===== src/rtl/seg_scan_driver.sv =====
// rtl/seg_scan_driver.sv - multiplexed N-digit hex seven-segment scan driver
// Double-buffered value, guard-time blanking, leading-zero suppression, registered pins.
module seg_scan_driver #(
   parameter int DIGITS         = 4,
   parameter int PRESCALE       = 10000,
   parameter int GUARD          = 2,
   parameter int SEG_ACTIVE_LOW = 0,
   parameter int COM_ACTIVE_LOW = 1
) (
   input  logic                  clk,
   input  logic                  rst_n,
   input  logic                  load,
   input  logic [4*DIGITS-1:0]   value,
   input  logic [DIGITS-1:0]     dp_in,
   input  logic                  blank_en,
   output logic [6:0]            seg,
   output logic                  dp,
   output logic [DIGITS-1:0]     com,
   output logic                  frame_start
);

   localparam int CW = (PRESCALE > 1) ? $clog2(PRESCALE) : 1;
   localparam int IW = (DIGITS > 1) ? $clog2(DIGITS) : 1;
   localparam logic [CW-1:0] CNT_LAST = CW'(PRESCALE - 1);
   localparam logic [IW-1:0] IDX_LAST = IW'(DIGITS - 1);
   localparam logic [CW-1:0] GUARD_C  = CW'(GUARD);
   localparam logic          SEG_INV  = (SEG_ACTIVE_LOW != 0);
   localparam logic          COM_INV  = (COM_ACTIVE_LOW != 0);
   localparam logic [6:0]        SEG_OFF = SEG_INV ? 7'h7F : 7'h00;
   localparam logic [DIGITS-1:0] COM_OFF = COM_INV ? '1 : '0;

   logic [CW-1:0]         cnt_q, cnt_d;
   logic [IW-1:0]         idx_q, idx_d;
   logic [4*DIGITS-1:0]   shadow_val_q, shadow_val_d, pend_val_q, pend_val_d;
   logic [DIGITS-1:0]     shadow_dp_q, shadow_dp_d, pend_dp_q, pend_dp_d;
   logic                  pend_flag_q, pend_flag_d;
   logic [6:0]            seg_q, seg_d;
   logic                  dp_q, dp_d;
   logic [DIGITS-1:0]     com_q, com_d;
   logic                  fs_q, fs_d;

   logic                  slot_end, wrap;
   logic [3:0]            nib;
   logic                  nib_dp, tail_nz, blank;
   logic [6:0]            seg_raw;
   logic [DIGITS-1:0]     com_raw;

   function automatic logic [6:0] hex7(input logic [3:0] n);
      case (n)
         4'h0: hex7 = 7'b1111110;
         4'h1: hex7 = 7'b0110000;
         4'h2: hex7 = 7'b1101101;
         4'h3: hex7 = 7'b1111001;
         4'h4: hex7 = 7'b0110011;
         4'h5: hex7 = 7'b1011011;
         4'h6: hex7 = 7'b1011111;
         4'h7: hex7 = 7'b1110000;
         4'h8: hex7 = 7'b1111111;
         4'h9: hex7 = 7'b1111011;
         4'hA: hex7 = 7'b1110111;
         4'hB: hex7 = 7'b0011111;
         4'hC: hex7 = 7'b0001101;
         4'hD: hex7 = 7'b0111101;
         4'hE: hex7 = 7'b1001111;
         default: hex7 = 7'b1000111;
      endcase
   endfunction

   always_comb begin
      slot_end     = (cnt_q == CNT_LAST);
      wrap         = slot_end && (idx_q == IDX_LAST);
      cnt_d        = slot_end ? '0 : cnt_q + CW'(1);
      idx_d        = idx_q;
      if (slot_end) idx_d = (idx_q == IDX_LAST) ? '0 : idx_q + IW'(1);

      shadow_val_d = shadow_val_q;
      shadow_dp_d  = shadow_dp_q;
      pend_val_d   = pend_val_q;
      pend_dp_d    = pend_dp_q;
      pend_flag_d  = pend_flag_q;
      // A load landing on the wrap cycle bypasses the pending buffer so it shows next frame.
      if (wrap) begin
         if (load) begin
            shadow_val_d = value;
            shadow_dp_d  = dp_in;
         end else if (pend_flag_q) begin
            shadow_val_d = pend_val_q;
            shadow_dp_d  = pend_dp_q;
         end
         pend_flag_d = 1'b0;
      end else if (load) begin
         pend_val_d  = value;
         pend_dp_d   = dp_in;
         pend_flag_d = 1'b1;
      end
   end

   always_comb begin
      nib     = 4'h0;
      nib_dp  = 1'b0;
      tail_nz = 1'b0;
      com_raw = '0;
      for (int i = 0; i < DIGITS; i++) begin
         if (idx_q == IW'(i)) begin
            nib    = shadow_val_q[4*i +: 4];
            nib_dp = shadow_dp_q[i];
            if (cnt_q >= GUARD_C) com_raw[i] = 1'b1;
         end
         // Any non-zero nibble or dp at or left of this digit keeps it lit.
         if ((IW'(i) >= idx_q) && ((shadow_val_q[4*i +: 4] != 4'h0) || shadow_dp_q[i]))
            tail_nz = 1'b1;
      end
      blank   = blank_en && (idx_q != '0) && !tail_nz;
      seg_raw = blank ? 7'h00 : hex7(nib);
      seg_d   = SEG_INV ? ~seg_raw : seg_raw;
      dp_d    = SEG_INV ? ~(nib_dp && !blank) : (nib_dp && !blank);
      com_d   = COM_INV ? ~com_raw : com_raw;
      fs_d    = (cnt_q == '0) && (idx_q == '0);
   end

   always_ff @(posedge clk or negedge rst_n) begin
      if (!rst_n) begin
         cnt_q        <= '0;
         idx_q        <= '0;
         shadow_val_q <= '0;
         shadow_dp_q  <= '0;
         pend_val_q   <= '0;
         pend_dp_q    <= '0;
         pend_flag_q  <= 1'b0;
         seg_q        <= SEG_OFF;
         dp_q         <= SEG_INV;
         com_q        <= COM_OFF;
         fs_q         <= 1'b0;
      end else begin
         cnt_q        <= cnt_d;
         idx_q        <= idx_d;
         shadow_val_q <= shadow_val_d;
         shadow_dp_q  <= shadow_dp_d;
         pend_val_q   <= pend_val_d;
         pend_dp_q    <= pend_dp_d;
         pend_flag_q  <= pend_flag_d;
         seg_q        <= seg_d;
         dp_q         <= dp_d;
         com_q        <= com_d;
         fs_q         <= fs_d;
      end
   end

   assign seg         = seg_q;
   assign dp          = dp_q;
   assign com         = com_q;
   assign frame_start = fs_q;

endmodule

===== config.mk =====
export PLATFORM = sky130hd
export DESIGN_NAME = seg_scan_driver
export DESIGN_NICKNAME = d
export VERILOG_FILES = /design/src/rtl/seg_scan_driver.sv
export SDC_FILE = /design/constraint.sdc
export NUM_CORES = 1
export LEC_CHECK = 0
export CAP_MARGIN = 20
export CELL_PAD_IN_SITES_DETAIL_PLACEMENT = 1
export CELL_PAD_IN_SITES_GLOBAL_PLACEMENT = 1
export CORE_MARGIN = 3
export CORE_UTILIZATION = 40
export CTS_CLUSTER_DIAMETER = 150
export DETAILED_ROUTE_END_ITERATION = 16
export PLACE_DENSITY_LB_ADDON = 0.1
export SYNTH_ARGS = -nofsm -noshare
export SYNTH_HDL_FRONTEND = slang
export SYNTH_SLANG_ARGS = --single-unit

===== constraint.sdc =====
create_clock -name clk -period 2.35 [get_ports clk]
set_input_delay 0.5875 -clock clk [delete_from_list [all_inputs] [get_ports clk]]
set_output_delay 0.5875 -clock clk [all_outputs]
set_load 0.05 [all_outputs]

* Word level (Yosys, flattened, before mapping) *
Memory sizes are Yosys's and may differ from the RTL's.
Cells that the tools add are included.
Widths: inputs -> output; s select.

operators by class
  add/subtract/negate cells = 2
  $lt $le $gt $ge = 5
  equal/unequal tests = 4
  mux-type cells = 26
  bitwise logic cells = 2
  reductions and logical operators = 26

operators by type and width
  cell                   number
  $mux 16                2
  $mux 4                 6
  $reduce_bool 4->1      4
  $mux 1                 15
  $add 14x1->14 const B  1
  $eq 14x14->1 const B   1
  $ge 14x2->1 const B    1
  $logic_not 14->1       1
  $mux 14                1
  $logic_and 1x1->1      9
  $mux 7                 1
  $reduce_bool 2->1      3
  $eq 2x2->1 const B     2
  $ge 1x2->1 const A     2
  $ge 2x2->1 const A     2
  $logic_or 1x1->1       4
  $not 4->4              1
  $reduce_and 2->1       2
  $add 2x1->2 const B    1
  $eq 2x1->1 const B     1
  $logic_not 1->1        2
  $logic_not 2->1        1
  $mux 2                 1
  $not 1->1              1

storage, ports and cells
  register bits = 70
  bits in read-only memories = 112
  input bits = 24
  output and inout port bits = 13
  word-level logic and storage cells = 77
  memories = 1

memory list
  memory           depth  width  rd ports  clocked after memory_dff  write ports  line  text
  (no name shown)  16     7      1         0                         0            49    case (n)

* Logic depth before layout (Yosys ltp) *
  depth in word-level cells = 11
  gate-level depth with buffers = 11
  mapped depth without buffers = 10

* Least setup slack after synthesis *
No wires, ideal clock.

  path kind = register to register
  start point = register idx_q[1]
  end point = register seg_q[6], in the netlist seg[6]
  setup time = 70 ps
  arrival = 2196 ps
  data required time = 2280 ps
  slack = 85 ps
  cell stages (with the launch flop) = 10
  buffers on the path = 0
  period minus slack after synthesis = 2265 ps
  cell sequence = dfrtp_1 > inv_1 > ha_1 > and2b_1 > a221oi_1 > o31ai_2 > inv_1 > ha_1 > mux4_2 > nor2_2

on the way
  cells in the longest elaborated chain, start to end = 9
  elaborated cells between the ends (all ways) = 26
  those cells by class = order compare: 4; eq/ne: 3; mux: 9; reduce/logical: 9; memory: 1

RTL lines
  element                                                               line  text
  from (decl)                                                           33    logic [IW-1:0] idx_q, idx_d;
  from (signal assigned)                                                136   idx_q <= idx_d;
  parallel branches: the longest is 8 deep, another holds $mem_v2 16x7  --
  $mux 7 *                                                              114   seg_raw = blank ? 7'h00 : hex7(nib);
  named net seg_d[6]                                                    37    logic [6:0] seg_q, seg_d;
  to (signal assigned)                                                  142   seg_q <= seg_d;
  to (decl)                                                             37

Mark *: on every way through the listed nets, which the timed path passes.
A chain may end at the register's enable or synchronous reset.

* Worst setup path after layout *
  start point = register idx_q[0]
  end point = register seg_q[6], in the netlist seg[6]

Same word-level chain as after synthesis.

==> summary.md <==
| Metric | Value |
|---|---|
| Core Area | `8380 sq um` |
| DP HPWL | `5.51 mm` |
| CTS Buf Count | `9` |
| FILL cells | `~900` |
| Leakage | `0.00206 uW` |
| Worst setup path endpoint | `seg[6]` |
| Clock Path Buffers | `2` |
| Setup crit start kind | `register` |
| Worst Hold Class | `primary input to asynchronous set/reset pin` |
| Commonest non-fill, non-tap cell in the layout | `dfrtp_1` |
| Setup ws final | `-0.0382 ns` |
| Area grow syn2layout | `26.2%` |
| Post-Layout Cell Count | `476` |
| Final setup vio count | `2` |
| Root buf cell | `clkbuf_8` |
| RSZ-0062 raised after global routing | `true` |
| CP Class | `register to register` |
| Post-Synthesis Cells | `between 300 and 400` |
| Syn Nets | `343` |
| FF-to-FF Start | `idx_q[0]` |
| Worst-skew pair later-pin latency | `about 0.35 ns` |
| Pre-CTS setup slack | `-0.0374 ns` |
| Ys flop type | `dfrtp_1` |
| Max Clk Rate | `419 MHz` |
| Max Slew Vio Count | `0` |
| CP Capture Type | `register` |
| DRT iter0 DRCs | `49` |
| Fin crit share | `102%` |
| Yosys warns | `0` |
| WL final | `7.74 mm` |
| WP data required | `2.63 ns` |
| Top-area cell type share of the netlist area | `47.1%` |
| Dpl cells | `454` |
| Fin. Hold Viols | `0` |
| Avg Cell Area, Syn | `11.5 sq um` |
| Post-synth EDFFs | `0` |
| Reg2Reg Depth | `8` |
| Vias/cell | `roughly 5.2` |
| Top cells by area, synth | `dfrtp_1, mux2_4, mux2i_1` |
| Violated checks | `setup timing` |
| Maximum VDD drop | `0.289 mV` |
| Via count | `about 2500` |
| Clock Sinks | `70` |
| Initial Utilization | `41.9%` |
| Die height | `about 100 microns` |
| Critical R2R Capture | `seg[6]` |
| First-pass GRT wire length | `12.8 mm` |
| Die X | `99.7 microns` |
| Top-level I/O count | `37` |
| Status | `finished with violations` |
| CTS clk-pin slew, worst paths | `0.08 ns` |
| Initial antenna violation count | `0` |
| Post-CTS Hold Fix Bufs | `0` |
| CTS tree | `done` |
| H-tree Lvls | `3` |
| Routed Antenna Nets | `0` |
| Pin count of the biggest net entering global routing | `31` |
| Worst slew margin | `a little over half` |
| # DRC | `0` |
| Crit. Startpoint | `idx_q[0]` |
| Gr ovfl total | `0` |
| Post-DP Area | `4110 sq um` |
| Vias in the first global route | `roughly 2600` |
| Port bufs | `36` |
| All-Layer GR Usage | `16.6%` |
| Max cap viols | `0` |
| R2R Setup Slk | `-0.04 ns` |
| PwrDens | `between 500 and 600 nW/um^2` |
| Yosys top cell by area | `dfrtp_1` |
| ANT cells | `0` |
| Post-route cell area | `4430 sq um` |
| Power Total | `~2500 uW` |
| Tmin final | `2.39 ns` |
| Die Area | `9930 sq um` |
| GPL Wtd Cong | `~0.83` |
| Clock Skew | `between 0.008 and 0.009 ns` |
| Layout Nets | `405` |
| Asr flop ratio synth | `100%` |
| Seq/Total Area, Yosys | `50.1%` |
| Worst-margin pin slew | `about 0.69 ns` |
| Max FO, Critical Path | `5` |
| Core Rows | `33` |
| Distinct cells, synth | `50` |
| Syn Std Cell Area | `roughly 3500 sq um` |
| Drt pass-1 iters | `4` |
| Seq cells post-synth | `70` |
| Layout cells sized above 1 | `roughly 25%` |
| DR WL/cell | `16.3 microns` |
| Most frequent cells in the layout | `dfrtp_1, clkdlybuf4s50_1, nand2_1` |
| Critical path arrival | `about 2.7 ns` |
worst min path at each step:
stage | endpoint | slack (ns) | depth (start not counted) | start
after global placement | cnt_q[11] | 0.48 | 1 | cnt_q[11]
after CTS | cnt_q[8] | 0.28 | 1 | rst_n
after floorplan | cnt_q[0] | 0.29 | 0 | rst_n
after global routing | cnt_q[12] | 0.33 | 1 | rst_n
after detailed placement | cnt_q[11] | 0.48 | 1 | cnt_q[11]
final | cnt_q[11] | 0.27 | 1 | rst_n
logic make-up after synthesis:
| family | synth area share, % |
|---|---|
| buf+inv | 3.57 |
| compound gates | 8.84 |
| simple gates | 12.2 |
| fa+ha+maj | 5.35 |
| xor+xnor | 3.00 |
| mux | 17.0 |
| flops | 50.1 |
Yosys cell counts, drive strengths merged, types with 2 or more instances:
cell and count:
dfrtp 66, and4 2, nor2b 3, mux2 22, xnor2 5, nand3 6, and3 4, a21oi 5
nand2 34, xor2 7, dfstp 4, inv 10, or4 3, nand4 2, nor3 4, clkbuf 5
mux2i 25, nor4 3, o21ai 25, ha 15, buf 9, a221oi 4, nor2 20
worst max-delay path: stages, from the launching register on:
cell	delay, ns
dfrtp_2	0.47
ha_4	0.20
and2b_1	0.26
a221oi_2	0.09
o31ai_2	0.41
inv_1	0.16
ha_2	0.20
mux4_2	0.47
nor2_2	0.08
repair_timing:
| action | 4_1_cts | 5_1_grt |
|---|---|---|
| setup buffers | 1 | 6 |
| pin swaps | 1 | 6 |
| gates cloned | 0 | 0 |
| resized for setup | 2 | 15 |
| setup endpoints to repair | 3 | 6 |
where the power goes:
part           internal [uW]  switching, uW
Clock                    596            463
Sequential              1240           19.4
Combinational            113           71.8
per-layer routing:
metal / vias to the layer above / wire length, microns / global-route usage, %
met4: 0 / 208 / 8.30
li1: 1191 / - / -
met5: - / 0 / 0
met3: 16 / 185 / 2.88
met1: 1220 / 3630 / 21.9
met2: 37 / 3720 / 26.1
registers in the layout, summed over array words and instances, names as in the netlist:
signal / count
shadow_val_q: 16
seg: 7
frame_start: 1
cnt_q: 14
dp: 1
pend_dp_q: 4
pend_flag_q: 1
shadow_dp_q: 4
com: 4
pend_val_q: 16
idx_q: 2
area by class of cell:
type	instances	area (sq um)	share of cell area (%)
clock buffers	10	128	2.88
clock inverters	6	86.3	1.95
inverters	10	40.0	0.904
multi-input cells	210	1690	38.1
flip-flops and latches	70	1760	39.7
well taps	105	131	2.97
repair buffers	65	598	13.5
metrics by stage:
step	TNS [ns]	utilization (%)	hold slack, ns
global placement	0	49.0	0.478
CTS	0	51.6	0.283
global route	-0.602	52.8	0.326
floorplan	0	-	0.292
finish	-0.0405	52.8	0.272
detailed placement	-0.0374	49.0	0.481
(Power assumes the default switching activity.)
